===== config.mk =====
export PLATFORM = sky130hd
export DESIGN_NAME = hazard_control_unit
export DESIGN_NICKNAME = d
export VERILOG_FILES = /design/src/rtl/cpu_types_pkg.sv /design/src/rtl/sat_counter.sv /design/src/rtl/hazard_control_unit.sv
export SDC_FILE = /design/constraint.sdc
export NUM_CORES = 1
export LEC_CHECK = 0
export ABC_AREA = 1
export CORE_MARGIN = 4
export CORE_UTILIZATION = 30
export DETAILED_ROUTE_END_ITERATION = 10
export PLACE_DENSITY_LB_ADDON = 0.25
export SYNTH_ARGS = -nofsm -noshare
export SYNTH_HDL_FRONTEND = slang
export SYNTH_SLANG_ARGS = --single-unit

===== constraint.sdc =====
create_clock -name CLK -period 1.95 [get_ports CLK]
set_input_delay 0.195 -clock CLK [delete_from_list [all_inputs] [get_ports CLK]]
set_output_delay 0.195 -clock CLK [all_outputs]
set_load 0.05 [all_outputs]

===== src/rtl/cpu_types_pkg.sv =====
// Shared core types: hazard sequencer states
// and register index type.
package cpu_types_pkg;
  localparam int REG_W_DEF = 5;

  typedef enum logic [1:0] {
    RUN    = 2'd0,
    DRAIN  = 2'd1,
    HALTED = 2'd2
  } hzc_state_t;

  typedef logic [REG_W_DEF-1:0] regbits_t;
endpackage


===== src/rtl/sat_counter.sv =====
// Saturating up-counter with synchronous reset.
// Holds at all-ones instead of wrapping.
module sat_counter #(
  parameter int W = 32
) (
  input  logic         CLK,
  input  logic         RST,
  input  logic         inc,
  output logic [W-1:0] count
);
  logic [W-1:0] cnt_q, cnt_d;

  // next value: bump unless already saturated
  always_comb begin
    cnt_d = cnt_q;
    if (inc && (cnt_q != {W{1'b1}}))
      cnt_d = cnt_q + 1'b1;
  end

  // count register
  always_ff @(posedge CLK) begin
    if (RST) cnt_q <= '0;
    else     cnt_q <= cnt_d;
  end

  assign count = cnt_q;
endmodule


===== src/rtl/hazard_control_unit.sv =====
// Pipeline sequencer: stall/enable/flush per latch,
// halt-drain FSM and stall/flush perf counters.
module hazard_control_unit
  import cpu_types_pkg::*;
#(
  parameter int REG_W = 5,
  parameter int CNT_W = 32
) (
  input  logic             CLK,
  input  logic             RST,
  input  logic [REG_W-1:0] id_rs1,
  input  logic [REG_W-1:0] id_rs2,
  input  logic             id_uses_rs1,
  input  logic             id_uses_rs2,
  input  logic             ex_memread,
  input  logic [REG_W-1:0] ex_rd,
  input  logic             ex_branch_taken,
  input  logic             mem_halt,
  input  logic             mem_dreq,
  input  logic             dhit,
  input  logic             ihit,
  output logic             pc_en,
  output logic             ifid_en,
  output logic             ifid_flush,
  output logic             idex_en,
  output logic             idex_flush,
  output logic             exmem_en,
  output logic             exmem_flush,
  output logic             memwb_en,
  output logic             halt_out,
  output logic [CNT_W-1:0] stall_cycles,
  output logic [CNT_W-1:0] flush_count
);
  hzc_state_t state_q, state_d;
  logic       stall_inc, flush_inc;
  logic       freeze, load_use;

  assign freeze = mem_dreq && !dhit;

  // a load to x0 never produces a value to wait on
  assign load_use = ex_memread && (ex_rd != '0) &&
    ((id_uses_rs1 && (id_rs1 == ex_rd)) ||
     (id_uses_rs2 && (id_rs2 == ex_rd)));

  // latch controls and next state from priority rules
  always_comb begin
    state_d     = state_q;
    pc_en       = 1'b0;
    ifid_en     = 1'b0;
    ifid_flush  = 1'b0;
    idex_en     = 1'b0;
    idex_flush  = 1'b0;
    exmem_en    = 1'b0;
    exmem_flush = 1'b0;
    memwb_en    = 1'b0;
    flush_inc   = 1'b0;
    if (!RST) begin
      unique case (state_q)
        RUN: begin
          if (freeze) begin
            pc_en = 1'b0;
          end else if (mem_halt) begin
            ifid_flush  = 1'b1;
            idex_flush  = 1'b1;
            exmem_flush = 1'b1;
            memwb_en    = 1'b1;
            state_d     = DRAIN;
          end else if (ex_branch_taken) begin
            pc_en      = 1'b1;
            ifid_flush = 1'b1;
            idex_flush = 1'b1;
            exmem_en   = 1'b1;
            memwb_en   = 1'b1;
            flush_inc  = 1'b1;
          end else if (load_use) begin
            idex_flush = 1'b1;
            exmem_en   = 1'b1;
            memwb_en   = 1'b1;
          end else if (!ihit) begin
            ifid_flush = 1'b1;
            idex_en    = 1'b1;
            exmem_en   = 1'b1;
            memwb_en   = 1'b1;
          end else begin
            pc_en    = 1'b1;
            ifid_en  = 1'b1;
            idex_en  = 1'b1;
            exmem_en = 1'b1;
            memwb_en = 1'b1;
          end
        end
        DRAIN: begin
          memwb_en = 1'b1;
          state_d  = HALTED;
        end
        HALTED: state_d = HALTED;
        default: state_d = RUN;
      endcase
    end
  end

  assign stall_inc = !RST && (state_q == RUN) && !pc_en;
  assign halt_out  = (state_q == HALTED);

  // state register
  always_ff @(posedge CLK) begin
    if (RST) state_q <= RUN;
    else     state_q <= state_d;
  end

  sat_counter #(.W(CNT_W)) u_stall_cnt (
    .CLK   (CLK),
    .RST   (RST),
    .inc   (stall_inc),
    .count (stall_cycles)
  );

  sat_counter #(.W(CNT_W)) u_flush_cnt (
    .CLK   (CLK),
    .RST   (RST),
    .inc   (flush_inc),
    .count (flush_count)
  );
endmodule


After elaboration in Yosys (flattened, before gate mapping)
Cells that the tools add are included.
W data, S select, Z words.
{"block": "op_classes", "n_addsub": 2, "eq_ne": 8, "muxes": 50, "reduce_logical": 17}
{"operator": "$add A32 B1 Y32 const B", "n": 2}
{"operator": "$ne A32 B32 Y1 const B", "n": 2}
{"operator": "$mux W1", "n": 46}
{"operator": "$eq A5 B5 Y1", "n": 2}
{"operator": "$logic_and A1 B1 Y1", "n": 9}
{"operator": "$reduce_bool A5 Y1", "n": 1}
{"operator": "$mux W2", "n": 2}
{"operator": "$ne A2 B2 Y1 const B", "n": 2}
{"operator": "$pmux W2 S2", "n": 1}
{"operator": "$logic_not A1 Y1", "n": 3}
{"operator": "$eq A2 B1 Y1 const B", "n": 1}
{"operator": "$eq A2 B2 Y1 const B", "n": 1}
{"operator": "$logic_not A2 Y1", "n": 1}
{"operator": "$pmux W1 S2", "n": 1}
{"operator": "$reduce_and A2 Y1", "n": 1}
{"operator": "$reduce_or A2 Y1", "n": 1}
{"operator": "$logic_or A1 B1 Y1", "n": 1}
{"block": "totals", "reg_bits": 66, "input_bits": 25}

Logic depth before layout (Yosys ltp)
Gate-level depths: netlist of the first run.
{"block": "depth", "depth_word": 13, "mapped_depth": 14, "ltp_nobuf": 14}

Modules after synthesis
A second synthesis of the first run with hierarchy kept.
{"block": "unflattened", "cells_unflattened": 731, "area_unflattened_um2": 4485.6}
{"module": "sat_counter at u_flush_cnt", "instances": 1, "cells_per_inst": 324, "area_each_um2": 2062.0, "seq_area_each_um2": 640.6}
{"module": "sat_counter at u_stall_cnt", "instances": 1, "cells_per_inst": 314, "area_each_um2": 1979.4, "seq_area_each_um2": 640.6}
{"module": "hazard_control_unit", "instances": 1, "cells_per_inst": 93, "area_each_um2": 444.2, "seq_area_each_um2": 40.0}

Least setup slack after synthesis of the first run
No wires, ideal clock.
{"block": "synth_timing", "path_type": "flip-flop to output port", "from": "reg state_q[0]", "to": "out pc_en", "arrival_ps": 2163, "setup_slack_ps": -408, "stages_incl_launch_ff": 12, "path_cell_list": "dfxtp_1 > inv_1 > ha_1 > inv_1 > nor2_8 > nand2_4 > nor2_2 > nand2_2 > clkinv_1 > a21oi_1 > buf_2 > inv_1"}
{"block": "synth_between", "elab_chain_cells": 3}
{"element": "start, declared", "line_no": "hazard_control_unit.sv:34", "rtl": "hzc_state_t state_q, state_d;"}
{"element": "start signal, assigned", "line_no": "hazard_control_unit.sv:108", "rtl": "else state_q <= state_d;"}
{"element": "$logic_not A2 Y1", "line_no": "hazard_control_unit.sv:58", "rtl": "unique case (state_q)"}
{"element": "$mux W1", "line_no": "hazard_control_unit.sv:58"}
{"element": "$mux W1", "line_no": "hazard_control_unit.sv:57", "rtl": "if (!RST) begin"}
{"element": "end, declared", "line_no": "hazard_control_unit.sv:22", "rtl": "output logic pc_en,"}
No other way between the ends.

Worst setup path in the final report of the first run
{"block": "layout_timing", "from": "in id_rs1[3]", "to": "out pc_en"}
{"block": "layout_between", "elab_chain_cells": 10}
{"element": "start, declared", "line_no": "hazard_control_unit.sv:11", "rtl": "input logic [REG_W-1:0] id_rs1,"}
{"element": "$eq A5 B5 Y1", "line_no": "hazard_control_unit.sv:42", "rtl": "((id_uses_rs1 && (id_rs1 == ex_rd)) ||"}
{"element": "$logic_and A1 B1 Y1", "line_no": "hazard_control_unit.sv:42"}
{"element": "$logic_or A1 B1 Y1", "line_no": "hazard_control_unit.sv:42"}
{"element": "$logic_and A1 B1 Y1", "line_no": "hazard_control_unit.sv:41", "rtl": "assign load_use = ex_memread && (ex_rd != '0) &&"}
{"element": "$mux W1", "line_no": "hazard_control_unit.sv:75", "rtl": "end else if (load_use) begin"}
{"element": "$mux W1", "line_no": "hazard_control_unit.sv:68", "rtl": "end else if (ex_branch_taken) begin"}
{"element": "$mux W1", "line_no": "hazard_control_unit.sv:62", "rtl": "end else if (mem_halt) begin"}
{"element": "$mux W1", "line_no": "hazard_control_unit.sv:60", "rtl": "if (freeze) begin"}
{"element": "$mux W1", "line_no": "hazard_control_unit.sv:58"}
{"element": "$mux W1", "line_no": "hazard_control_unit.sv:57"}
No other way between the ends.

==> results of run 1 <==
flip-flops by register name, summed over array words and instances (netlist names):
register / cells
u_stall_cnt.count: 32
state_q: 2
u_flush_cnt.count: 32
routing by layer:
metal  part of all wire [%]  track usage (%)  vias up
met5                      0                0        -
met4                    1.5            4.901        0
met3                    5.2            4.014       17
met2                     49            29.83      135
met1                     45            20.89     2355
li1                       -                -     2687
cell type report:
cell class | count | area, um2
multi-input combinational | 565 | 2930
inverter | 75 | 294.0
timing repair buffer | 171 | 1690
clock buffer | 12 | 246.5
clock inverter | 3 | 40.04
fill | 1517 | 7946
tap | 184 | 230.2
sequential | 66 | 1376
cells in the mapped netlist (3+ instances only):
| library cell | count | area (um2) |
|---|---|---|
| nand2_2 | 3 | 18.77 |
| nand2_4 | 3 | 33.78 |
| nand4_1 | 44 | 275.3 |
| nor4_1 | 7 | 43.79 |
| nand3b_1 | 9 | 67.56 |
| nor3_1 | 23 | 115.1 |
| nand3_1 | 23 | 115.1 |
| buf_2 | 7 | 35.03 |
| buf_6 | 4 | 45.04 |
| o21ai_0 | 6 | 30.03 |
| inv_1 | 70 | 262.8 |
| inv_2 | 3 | 11.26 |
| nor2_4 | 4 | 45.04 |
| a21oi_1 | 58 | 290.3 |
| nor2_2 | 5 | 31.28 |
| ha_1 | 5 | 62.56 |
| xor2_1 | 25 | 219.0 |
| nand3_2 | 4 | 40.04 |
| clkbuf_1 | 8 | 30.03 |
| nor2_1 | 79 | 296.5 |
| dfxtp_1 | 66 | 1321 |
| xnor2_1 | 10 | 87.58 |
| buf_4 | 4 | 30.03 |
| nand2_1 | 243 | 912.1 |
tightest hold or removal path: stages, from the launching register on:
cell	delay (ns)
dfxtp_2	0.32
nand2_1	0.06
a21oi_1	0.05
kinds of logic (layout without fill, tap and decap cells):
group	Yosys count	in the layout	share of synthesized area [%]
XOR/XNOR	35	35	6.688
adder cells (fa/ha/maj)	5	5	1.365
AND/OR/NAND/NOR	453	453	45.43
buffers and inverters	100	261	9.418
flip-flops	66	66	28.83
AO/OA/AOI/OAI	72	72	8.272
how the worst max path moves through the flow:
stage	to	cells past startpoint	slack (ns)
after floorplan	pc_en	11	-0.15
after global placement	u_stall_cnt.count[31]	13	-0.09
after detailed placement	u_stall_cnt.count[14]	13	-0.14
after CTS	pc_en	12	0.002
after global routing	u_flush_cnt.count[18]	14	-0.02
final	pc_en	12	0.05
per-stage QoR:
| stage | area (um2) | TNS (ns) | power [W] | setup WS, ns |
|---|---|---|---|---|
| global route | 6808 | -0.03943 | 0.003878 | -0.01797 |
| global placement | 6324 | -2.462 | 0.002063 | -0.09147 |
| detailed placement | 6324 | -3.208 | 0.002065 | -0.1377 |
| floorplan | 4666 | -0.1514 | 0.001790 | -0.1514 |
| CTS | 6659 | 0 | 0.003712 | 0.001600 |
| finish | 6808 | 0 | 0.003725 | 0.05172 |
timing repair:
action                     4_1_cts  5_1_grt
setup endpoints to repair        3       34
setup buffers                    5        8
pin swaps                        2        7
gates resized for setup          5       24
where the power goes:
part	internal [W]	switching (W)	leakage, nW
clock network	0.00101	0.000595	0.142
logic	0.000319	0.000415	1.94
registers	0.00137	0.0000157	0.551
==> results.tsv, run 1 <==
metric	value	unit
via_per_inst	4.827	
tightest_slew	0.6099	ns
htree_levels	3	
drive_gt1_share	20.29	%
hp-start	u_stall_cnt.count[8]	
p_leak	2.636	nW
area_growth	48.54	%
period_share	97.35	%
track_usage	17.05	%
reg2reg_depth	14	
rrSetupSlack	0.09	ns
synth_warnings	0	
slew_viol_final	0	
routedWlPerCell	14.04	um
finalClockSkew	0.005982	ns
layout_commonest_cell	nand2_1	
hold_ws	0.4719	ns
detail-route-antenna-nets	0	
path_clk_slew	0.05	ns
cts.path.max_buffers	2	
place_hpwl	11410	um
route.vias.total	5194	
peakVddDrop	0.0003729	V
stdcell_count	1076	
min_to	u_stall_cnt.count[8]	
status	finished, final reports clean	
crit_top_cell	nand2_1	
num_rows	44	
timing.max_cap.violations	0	
nets	918	
cts_tree	built	
clk_latency	0.34	ns
crit_family	buffers and inverters	
grt_pass1_wl	24520	um
dr.first_iter.drc_count	302	
power_density	547.2	nW/um2
grt.overflow.total	0	
hold_depth	2	
startpoint_type	primary input	
required	1.75	ns
r2r-end	u_flush_cnt.count[18]	
start_util	31.06	%
die_w	131.6	um
cp_slowest_cell	clkdlybuf4s50_1	
core	14750	um2
io_buffers	97	
grt_max_degree	54	
crit_start	id_rs1[3]	
antenna_cells	0	
slowest_delay	0.48	ns
clock-sinks	66	
drc	0	
cts_root_buf	clkbuf_16	
setup_viol	0	
synth_seq_cells	66	
maxClockFrequency	0.5268	GHz
place_congestion	0.9220	
avgSynthCellArea	6.270	um2
setup.worst_path.class	primary input to output pin	
mostFrequentLayoutCells	242 x nand2_1, 82 x clkdlybuf4s50_1, 77 x nor2_1	
numCtsBuffers	9	
path_cells	clkdlybuf4s50_1 -> inv_1 -> nand2_1 -> nand2_1 -> nor2_1 -> nand3_1 -> nand2_1 -> nand2_2 -> a21oi_2 -> buf_6 -> inv_4 -> buf_12	
finalWirelength	15100	um
die_h	131.6	um
die_area	17320	um2
syn_inst	731	
rr_startpoint	u_flush_cnt.count[0]	
first_pass_iters	5	
relSlewSlack	59.34	%
first_global_vias	4939	
hold_violations	0	
end_kind	output pin	
crit_arrival	1.70	ns
synth_edf_count	0	
synth_cell_type_count	38	
syn-cell-area	4583	um2
synthFlopType	dfxtp_1	
ctsHoldBuffers	0	
fin_util	46.14	%
ys_seq_area_share	28.83	%
crit_buf_inv	5	
async_flop_share	0	%
io_pins	98	
crit_fanout	5	
min_path_type	register to register	
syn-num-nets	761	
antenna_found_initial	0	
placedCellCount	1048	
period_needed	1.898	ns
No activity file was read; power rests on OpenSTA's default activity.
==> inputs of run 2 (changes only) <==
--- a/config.mk
+++ b/config.mk
@@ -6,9 +6,12 @@
 export NUM_CORES = 1
 export LEC_CHECK = 0
 export ABC_AREA = 1
+export CELL_PAD_IN_SITES_DETAIL_PLACEMENT = 1
+export CELL_PAD_IN_SITES_GLOBAL_PLACEMENT = 1
 export CORE_MARGIN = 4
 export CORE_UTILIZATION = 30
 export DETAILED_ROUTE_END_ITERATION = 10
+export HOLD_SLACK_MARGIN = 0.05
 export PLACE_DENSITY_LB_ADDON = 0.25
 export SYNTH_ARGS = -nofsm -noshare
 export SYNTH_HDL_FRONTEND = slang
==> run 2 against run 1 <==
Combinational power shrank 2%. Cell count shrank 1.9%. Power shrank 3.4%. Critical path depth shrank 2. Global-route usage grew 2.8 points. Design area shrank 2.4%. Sequential share of layout area grew 0.50 points. Setup slack gained 0.017 ns. First-iteration DRC count shrank 25%. Largest cell class unchanged.
==> results.tsv, run 2 (synthesis gave the netlist of run 1 again) <==
metric	value	unit	change
cts_root_buf	clkbuf_16		unchanged
maxClockFrequency	0.5314	GHz	was 0.5268 GHz
hold_depth	3		was 2
slew_viol_final	0		unchanged
drive_gt1_share	18.81	%	was 20.29%
mostFrequentLayoutCells	240 x nand2_1, 82 x clkdlybuf4s50_1, 78 x nor2_1		was 242 x nand2_1, 82 x clkdlybuf4s50_1, 77 x nor2_1
numCtsBuffers	9		unchanged
num_rows	44		unchanged
via_per_inst	5.022		was 4.827
cts_tree	built		unchanged
first_pass_iters	4		was 5
route.vias.total	5303		was 5194
io_pins	98		unchanged
hp-start	RST		was u_stall_cnt.count[8]
end_kind	output pin		unchanged
regArea	1376	um2	unchanged
io_buffers	97		unchanged
stdcell_count	1056		was 1076
cts.path.max_buffers	2		unchanged
drc	0		unchanged
layout_commonest_cell	nand2_1		unchanged
status	finished, final reports clean		unchanged
p_leak	2.543	nW	was 2.636 nW
period_share	96.50	%	was 97.35%
relSlewSlack	65.41	%	was 59.34%
rsz0062_at_grt	yes		
rrSetupSlack	0.11	ns	was 0.09 ns
die_area	17320	um2	unchanged
nets	897		was 918
grt.overflow.total	0		unchanged
min_path_type	primary input to register		was register to register
setup_ws	0.06833	ns	was 0.05172 ns
antenna_cells	0		unchanged
reg2reg_depth	9		was 14
crit_arrival	1.69	ns	was 1.70 ns
period_needed	1.882	ns	was 1.898 ns
finalClockSkew	0.008741	ns	was 0.005982 ns
setup_viol	0		unchanged
power_density	541.5	nW/um2	was 547.2 nW/um2
routedWlPerCell	16.41	um	was 14.04 um
die_h	131.6	um	unchanged
first_global_vias	5476		was 4939
timing.max_cap.violations	0		unchanged
hold_violations	0		unchanged
finalWirelength	17330	um	was 15100 um
die_w	131.6	um	unchanged
crit_fanout	3		was 5
fin_tns_setup	0	ns	unchanged
setup.worst_path.class	register to output pin		was primary input to output pin
r2r-end	u_stall_cnt.count[5]		was u_flush_cnt.count[18]
peakVddDrop	0.0003401	V	was 0.0003729 V
grt_max_degree	42		was 54
htree_levels	3		unchanged
multi_input_area	2963	um2	was 2930 um2
antenna_found_initial	0		unchanged
dpl_worst_slack	-0.2168	ns	was -0.1377 ns
fill_cells	1882		was 1517
place_hpwl	13040	um	was 11410 um
min_to	u_flush_cnt.count[20]		was u_stall_cnt.count[8]
detail-route-antenna-nets	0		unchanged
place_congestion	0.9244		was 0.9220
track_usage	19.81	%	was 17.05%
required	1.75	ns	about the same
clock-sinks	66		unchanged
placedCellCount	1034		was 1048
start_util	31.06	%	unchanged
tightest_slew	0.5172	ns	was 0.6099 ns
dr.first_iter.drc_count	227		was 302
ctsHoldBuffers	0		unchanged
startpoint_type	register		was primary input
area_growth	44.94	%	was 48.54%
core	14750	um2	unchanged
clk_latency	0.34	ns	about the same
grt_pass1_wl	28470	um	was 24520 um
path_clk_slew	0.06	ns	was 0.05 ns
rr_startpoint	u_stall_cnt.count[0]		was u_flush_cnt.count[0]
-- run 2: layer usage --
| layer | global-route usage (%) | routed length [um] | vias to the layer above |
|---|---|---|---|
| li1 | - | - | 2644 |
| met1 | 27.32 | 8655 | 2531 |
| met2 | 31.32 | 7759 | 111 |
| met3 | 3.593 | 679 | 17 |
| met4 | 6.534 | 238 | 0 |
| met5 | 0 | 0 | - |
-- run 2: worst max-delay path: stages (launching register included) --
cell and delay, ns:
dfxtp_2 0.33, inv_4 0.07, ha_4 0.15, inv_4 0.04, nor2_8 0.09, nand2_4 0.08, nor3_4 0.20, buf_6 0.13
a21oi_4 0.05, inv_2 0.08, buf_12 0.13
-- run 2: worst max path at each step --
stage	start	slack, ns	to
floorplan	state_q[0]	-0.15	pc_en
global placement	ex_rd[3]	-0.07	u_stall_cnt.count[16]
detailed placement	ex_rd[4]	-0.22	u_stall_cnt.count[3]
CTS	state_q[0]	0.01	pc_en
global route	state_q[0]	-0.03	pc_en
finish	state_q[0]	0.07	pc_en
-- run 2: area by class of cell --
type                    count  share of cell area (%)
clock buffers              11                   3.503
clock inverters             5                  0.4521
inverters                  75                   4.502
multi-input cells         565                   44.60
flip-flops and latches     66                   20.72
well taps                 184                   3.466
repair buffers            150                   22.75
-- run 2: where the power goes --
part,internal [W],switching (W)
logic,0.000286,0.000436
clock network,0.000857,0.000632
registers,0.00137,0.0000203
total,0.00251,0.00109
-- run 2: timing repair --
item / in CTS / in global routing
cloned: 0 / 1
setup endpoints to repair: 9 / 52
buffers inserted: 2 / 3
resized for setup: 16 / 27
pin swaps: 2 / 5
-- run 2: metrics by stage --
stage               power, W  util (%)  hold slack [ns]  area, um2
finish              0.003597     45.02           0.3434       6643
global route        0.003748     45.02           0.3581       6643
CTS                 0.003564     44.05           0.3393       6499
detailed placement  0.002032     41.72           0.4708       6156
global placement    0.002014     41.72           0.4636       6156
floorplan           0.001790         -           0.3923       4666
